File: config.mk
export PLATFORM = sky130hd
export DESIGN_NAME = sa_autosa_sdp_wdma_req_pack
export DESIGN_NICKNAME = d
export VERILOG_FILES = /design/src/rtl/sa_autosa_sdp_wdma_req_pack_pkg.sv /design/src/rtl/SA_AUTOSA_SDP_sat_cnt32.sv /design/src/rtl/sa_autosa_sdp_wdma_req_pack.sv
export SDC_FILE = /design/constraint.sdc
export NUM_CORES = 1
export LEC_CHECK = 0
export BUFFER_PORTS_ARGS = -buffer_cell sky130_fd_sc_hd__buf_2
export CAP_MARGIN = 15
export CORE_AREA = 2 2 234 236
export CTS_CLUSTER_SIZE = 40
export DETAILED_ROUTE_END_ITERATION = 10
export DIE_AREA = 0 0 236 238
export PLACE_DENSITY = 0.32
export SKIP_CTS_REPAIR_TIMING = 1
export SLEW_MARGIN = 20
export SYNTH_ARGS = -nofsm -noshare
export SYNTH_HDL_FRONTEND = slang
export SYNTH_SLANG_ARGS = --single-unit
File: constraint.sdc
create_clock -name autosa_core_clk -period 3.1 [get_ports autosa_core_clk]
set_clock_uncertainty 0.15 [all_clocks]
set_input_delay 0.155 -clock autosa_core_clk [delete_from_list [all_inputs] [get_ports autosa_core_clk]]
set_output_delay 0.155 -clock autosa_core_clk [all_outputs]
set_load 0.05 [all_outputs]
File: src/rtl/sa_autosa_sdp_wdma_req_pack_pkg.sv
// Shared SDP write-DMA definitions: packet-type codes, command field layout
// and the request-packer FSM state encoding.
package sa_autosa_sdp_wdma_req_pack_pkg;

   localparam logic PKT_CMD = 1'b0;
   localparam logic PKT_DAT = 1'b1;

   localparam int CMD_PD_W       = 46;
   localparam int CMD_ADDR_LSB   = 0;
   localparam int CMD_ADDR_W     = 32;
   localparam int CMD_SIZE_LSB   = 32;
   localparam int CMD_SIZE_W     = 13;
   localparam int CMD_LAST_BIT   = 45;
   localparam int CMD_REQACK_BIT = 45;

   typedef enum logic [1:0] {
      ST_IDLE = 2'd0,
      ST_CMD  = 2'd1,
      ST_DAT  = 2'd2
   } wdma_state_e;

endpackage

File: src/rtl/SA_AUTOSA_SDP_sat_cnt32.sv
// 32-bit event counter that sticks at all-ones; synchronous clear beats increment.
module SA_AUTOSA_SDP_sat_cnt32 (
   input  logic        i_clk,
   input  logic        i_rstn,
   input  logic        i_clr,
   input  logic        i_inc,
   output logic [31:0] o_cnt
);

   logic [31:0] r_cnt;

   always_ff @(posedge i_clk) begin
      if (!i_rstn) begin
         r_cnt <= '0;
      end else if (i_clr) begin
         r_cnt <= '0;
      end else if (i_inc && (r_cnt != 32'hFFFF_FFFF)) begin
         r_cnt <= r_cnt + 32'd1;
      end
   end

   assign o_cnt = r_cnt;

endmodule

File: src/rtl/sa_autosa_sdp_wdma_req_pack.sv
// Packs SDP write commands and datapath atoms into one DMA write-request stream,
// tracks outstanding write acks and signals layer completion.
module sa_autosa_sdp_wdma_req_pack
   import sa_autosa_sdp_wdma_req_pack_pkg::*;
#(
   parameter int DW = 256,
   parameter int AW = 32
) (
   input  logic                autosa_core_clk,
   input  logic                autosa_core_rstn,
   input  logic                op_load,
   input  logic                cmd_pvld,
   output logic                cmd_prdy,
   input  logic [CMD_PD_W-1:0] cmd_pd,
   input  logic                dat_pvld,
   output logic                dat_prdy,
   input  logic [DW-1:0]       dat_pd,
   output logic                dma_wr_req_vld,
   input  logic                dma_wr_req_rdy,
   output logic [DW:0]         dma_wr_req_pd,
   input  logic                dma_wr_rsp_complete,
   output logic                wdma_done,
   output logic [31:0]         dp2reg_wdma_stall
);

   wdma_state_e             r_state;
   wdma_state_e             w_state_nxt;
   logic [AW-1:0]           r_cmd_addr;
   logic [CMD_SIZE_W-1:0]   r_cmd_size;
   logic                    r_cmd_last;
   logic [CMD_SIZE_W-1:0]   r_beat_cnt;
   logic [1:0]              r_ack_pend;
   logic                    r_layer_last;
   logic                    r_done_sent;
   logic                    r_wdma_done;
   logic [DW:0]             w_cmd_pkt;
   logic                    w_cmd_acc;
   logic                    w_cmd_hs;
   logic                    w_dat_hs;
   logic                    w_last_beat;
   logic                    w_ack_inc;
   logic                    w_ack_dec;
   logic                    w_done_cond;

   assign w_cmd_acc   = (r_state == ST_IDLE) && cmd_pvld;
   assign w_cmd_hs    = (r_state == ST_CMD) && dma_wr_req_rdy;
   assign w_dat_hs    = (r_state == ST_DAT) && dat_pvld && dma_wr_req_rdy;
   assign w_last_beat = (r_beat_cnt == r_cmd_size);
   assign w_ack_inc   = w_cmd_hs && r_cmd_last;
   assign w_ack_dec   = dma_wr_rsp_complete;
   assign w_done_cond = r_layer_last && (r_ack_pend == 2'd0) &&
                        (r_state == ST_IDLE) && !r_done_sent;

   always_comb begin
      w_cmd_pkt                                 = '0;
      w_cmd_pkt[DW]                             = PKT_CMD;
      w_cmd_pkt[CMD_ADDR_LSB +: AW]             = r_cmd_addr;
      w_cmd_pkt[CMD_SIZE_LSB +: CMD_SIZE_W]     = r_cmd_size;
      w_cmd_pkt[CMD_REQACK_BIT]                 = r_cmd_last;
   end

   always_comb begin
      w_state_nxt    = r_state;
      cmd_prdy       = 1'b0;
      dat_prdy       = 1'b0;
      dma_wr_req_vld = 1'b0;
      dma_wr_req_pd  = '0;
      case (r_state)
         ST_IDLE: begin
            cmd_prdy = 1'b1;
            if (cmd_pvld) w_state_nxt = ST_CMD;
         end
         ST_CMD: begin
            dma_wr_req_vld = 1'b1;
            dma_wr_req_pd  = w_cmd_pkt;
            if (dma_wr_req_rdy) w_state_nxt = ST_DAT;
         end
         ST_DAT: begin
            // Data is a pure pass-through; upstream holds it until accepted.
            dma_wr_req_vld = dat_pvld;
            dat_prdy       = dma_wr_req_rdy;
            dma_wr_req_pd  = {PKT_DAT, dat_pd};
            if (w_dat_hs && w_last_beat) w_state_nxt = ST_IDLE;
         end
         default: w_state_nxt = ST_IDLE;
      endcase
   end

   always_ff @(posedge autosa_core_clk) begin
      if (!autosa_core_rstn) begin
         r_state <= ST_IDLE;
      end else begin
         r_state <= w_state_nxt;
      end
   end

   always_ff @(posedge autosa_core_clk) begin
      if (!autosa_core_rstn) begin
         r_cmd_addr   <= '0;
         r_cmd_size   <= '0;
         r_cmd_last   <= 1'b0;
         r_beat_cnt   <= '0;
         r_ack_pend   <= 2'd0;
         r_layer_last <= 1'b0;
         r_done_sent  <= 1'b0;
         r_wdma_done  <= 1'b0;
      end else begin
         if (w_cmd_acc) begin
            r_cmd_addr <= cmd_pd[CMD_ADDR_LSB +: AW];
            r_cmd_size <= cmd_pd[CMD_SIZE_LSB +: CMD_SIZE_W];
            r_cmd_last <= cmd_pd[CMD_LAST_BIT];
         end
         // The final beat leaves the count at size, so size=8191 never wraps.
         if (w_cmd_hs) begin
            r_beat_cnt <= '0;
         end else if (w_dat_hs && !w_last_beat) begin
            r_beat_cnt <= r_beat_cnt + 13'd1;
         end
         case ({w_ack_inc, w_ack_dec})
            2'b10:   if (r_ack_pend != 2'd3) r_ack_pend <= r_ack_pend + 2'd1;
            2'b01:   if (r_ack_pend != 2'd0) r_ack_pend <= r_ack_pend - 2'd1;
            default: ;
         endcase
         if (op_load) begin
            r_layer_last <= 1'b0;
         end else if (w_dat_hs && w_last_beat && r_cmd_last) begin
            r_layer_last <= 1'b1;
         end
         if (op_load) begin
            r_done_sent <= 1'b0;
         end else if (w_done_cond) begin
            r_done_sent <= 1'b1;
         end
         r_wdma_done <= w_done_cond;
      end
   end

   assign wdma_done = r_wdma_done;

   SA_AUTOSA_SDP_sat_cnt32 u_stall_cnt (
      .i_clk  (autosa_core_clk),
      .i_rstn (autosa_core_rstn),
      .i_clr  (op_load),
      .i_inc  (dma_wr_req_vld && !dma_wr_req_rdy),
      .o_cnt  (dp2reg_wdma_stall)
   );

endmodule

==> key figures <==
Run status
  • Status: complete, no violations

Yosys
  • Post-synthesis cell count: 910
  • Asr flop ratio synth: 0
  • Complex-gate fraction of the synthesized area: 0.1829
  • Share of the synthesized area in the top cell type: 0.2914
  • Post-synth design cell area: about 0.0067 mm2
  • Cell type contributing the most total cell area after synthesis: dfxtp_1
  • Number of enable flip-flop cells after synthesis: 0
  • Mux contribution to synthesized area: 0.01189
  • Share of the yosys chip area belonging to registers: 0.2914
  • Synthesized-area fraction occupied by and/or/nand/nor cells: 0.4319
  • Main flop type after synthesis: dfxtp_1
  • Net count of the mapped netlist: roughly 1.2k
  • Number of register bits inferred by synthesis: 98
  • Mean instance size in the synthesized netlist: 7.399 um2
  • Area share of xor/xnor cells in the synthesized design: 0.01821
  • Leading cell types by total area after synthesis: dfxtp_1 (29%), and2_1 (20%), nand2_1 (7.4%)
  • Count of different cell masters after synthesis: 50
  • Share of synthesized cell area in full adder, half adder and majority cells: 0.01487
  • Yosys Warn Count: 0
  • Dominant combinational cell family by area after synthesis: simple AND/OR/NAND/NOR gates

Floorplanning
  • Die X: between 200 and 250 um
  • Number of top-level design ports: 602
  • Die boundary height: about 240 um
  • Placeable core region: 0.05350 mm2
  • Number of rows created at floorplan: between 80 and 90
  • Die Area: 0.05617 mm2
  • Initial cell density of the core: 0.1259

Clocking
  • H-Tree Level Count: 3
  • Library cell used as clock root buffer: clkbuf_16
  • Clock insertion delay at the later pin of the skew report: about 370 ps
  • Clock transition at the registers of the reported paths: 70 ps
  • Clock tree from TritonCTS: built
  • Max Root-Sink Buffers: 2
  • Clock buffers created by TritonCTS: 9
  • Num Clock Sinks: 98

Routing
  • Via Count: 9,150
  • Length of the first detailed-routing pass in iterations: 5
  • Final WL: 56,590 um
  • Antenna viol nets, final: 0
  • Per-cell via count in the routed design: roughly 4.1
  • Wire length per cell after detailed routing: around 26 um
  • # DRC: 0
  • Initial detailed-routing violation count: 621

Critical path
  • Worst path arrival time: roughly 2500 ps
  • Reg2reg setup slack: 520 ps
  • Logic depth of the worst register-to-register path: 7
  • Worst path required time: ~2800 ps
  • Crit path capture type: primary output
  • Critical path startpoint category: flip-flop
  • Crit Reg-Reg Startpoint: r_state[0]
  • Maximum fanout encountered on the critical timing path: 92
  • Worst reg2reg path endpoint: u_stall_cnt.o_cnt[18]
  • Critical Setup Path Class: reg2out

Global routing
  • Overall global routing resource usage: 0.1942
  • Initial antenna violation count: 38
  • Vias in the first global route: ~8.7k
  • GR Overflow Total: 0
  • Global-route wire length before repair: approximately 75,000 um
  • Largest net degree at the start of global routing: 167

STA
  • Final hold violation count: 0
  • Final number of setup-violating endpoints: 0
  • Slew at the pin closest to its max-slew limit: 826.3 ps
  • Final period demand of the worst path: 2833 ps
  • Final setup TNS: 0 ps
  • Relative slew slack: 0.4492
  • Fin Hold WS: 93.72 ps
  • Max-slew violation count: 0
  • Crit share post-route: 0.9140
  • Maximum frequency from static timing analysis: 0.3530 GHz
  • Setup repair after global routing missed its margin: no

Min path
  • Hold endpoint: r_state[0]
  • Hold Crit Depth: 3
  • Worst min-delay path class: in2reg
  • Worst hold path startpoint: autosa_core_rstn

Run
  • Max-cap viol count: 0

Placed design
  • # port buffers: between 600 and 700
  • HPWL after detailed placement: 48,880 um
  • Placement Cell Area: 0.01048 mm2
  • Weighted congestion reported at the end of routability-driven placement: 0.9018

Power and ir drop
  • IR drop worst, VDD: 0.3754 mV
  • Power after layout: between 6 and 7 mW
  • Pwr per Cell Area: around 610 mW/mm2
  • Leakage power summed over all cells: roughly 5.5 nW

Finish
  • End-of-flow core utilization: 0.2101
  • Layout net count: 1,827
  • Area grow syn2layout: 66.94%
  • Area of all placed cells without fillers: 0.01124 mm2
  • Share of layout cells above drive strength 1: 0.4218
-- metal layers --
metal / up-vias / GRT usage / wire length (um)
met1: 4340 / 0.2383 / 23880
met3: 73 / 0.1019 / 6206
li1: 4295 / - / -
met4: 42 / 0.04960 / 1443
met5: - / 0 / 270
met2: 400 / 0.2964 / 24790
-- kinds of logic after synthesis --
family                   count (synthesis)
AND/OR/NAND/NOR                        522
AO/OA/AOI/OAI                          177
flip-flops                              98
buffers and inverters                   83
XOR/XNOR                                14
multiplexers                             8
adder cells (fa/ha/maj)                  8
-- state kept, by name (all words and copies together), names as in the netlist --
signal and count:
r_cmd_addr 32, u_stall_cnt.o_cnt 32, r_beat_cnt 13, r_cmd_size 13, r_ack_pend 2, r_state 2
r_cmd_last 1, r_done_sent 1, r_layer_last 1, wdma_done 1
-- worst max-delay path by stage --
stage	to	slack (ps)	cells past startpoint	from
2_1_floorplan	u_stall_cnt.o_cnt[1]	410	8	u_stall_cnt.o_cnt[0]
3_3_place_gp	dma_wr_req_pd[8]	410	6	r_state[0]
3_5_place_dp	dma_wr_req_pd[8]	420	6	r_state[0]
4_1_cts	dma_wr_req_pd[8]	-20	6	r_state[0]
5_1_grt	dma_wr_req_pd[8]	90	6	r_state[1]
6_report	dma_wr_req_pd[15]	270	6	r_state[0]
-- cells in the final DEF, fill, tap and decap left out, types with 5 or more instances in the layout --
cell type	netlist	routed
or4_1	13	13
xor2_1	13	13
o21ai_0	19	19
o31ai_1	12	12
and4_1	6	6
buf_2	2	601
mux2i_1	8	8
buf_4	0	7
a21boi_0	46	46
a21oi_1	34	34
ha_1	8	5
nor2_1	22	22
inv_1	14	14
and2_1	216	215
nand2b_1	8	8
or3_1	17	17
nor3_1	8	8
diode_2	0	8
nand2_1	133	132
nor2b_1	48	47
dfxtp_1	98	98
nand4_1	13	13
dlygate4sd3_1	0	46
clkbuf_16	0	9
a22oi_1	46	46
nand3_1	21	21
-- layout make-up --
type	count	area, um2
Antenna cell	8	20.02
Clock buffer	15	267.8
Clock inverter	1	8.758
Fill cell	6167	42260
Inverter	14	52.55
Multi-Input combinational cell	729	4466
Sequential cell	98	1962
Tap cell	696	870.8
Timing Repair Buffer	658	3592
-- stage by stage --
step           setup slack (ps)  cells
5_1_grt                   93.84   2211
4_1_cts                  -19.23   2165
2_1_floorplan             413.3    910
6_report                  266.8   2219
3_5_place_dp              419.9   2149
3_3_place_gp              414.0   2149
-- synth_stat cells (2+ instances only) --
cell type and n:
and2_1 216, nand2_1 133, dfxtp_1 98, clkbuf_1 62
nor2b_1 48, a21boi_0 46, a22oi_1 46, a21oi_1 34
nor2_1 22, nand3_1 21, o21ai_0 19, or3_1 17
inv_1 14, nand4_1 13, or4_1 13, xor2_1 13
o31ai_1 12, ha_1 8, mux2i_1 8, nand2b_1 8
nor3_1 8, and4_1 6, a31oi_1 4, nor4_1 4
a41o_1 3, and3_1 3, buf_1 3, a31o_2 2
buf_2 2, buf_6 2, o211ai_1 2, o22ai_1 2
-- where the power goes --
part	switching [mW]	leakage (nW)	total, mW	internal (mW)
combinational	3.18	4.58	4.23	1.05
sequential	0.0927	0.797	1.46	1.37
clock	0.563	0.134	1.16	0.594
total	3.84	5.51	6.85	3.02
-- critical path: stages, from the launching register on --
cell and delay [ps]:
dfxtp_1 330, inv_1 150, ha_4 200, buf_6 460
a22oi_1 320, nor2b_1 260, buf_2 300
No activity file was read; power rests on OpenSTA's default activity.
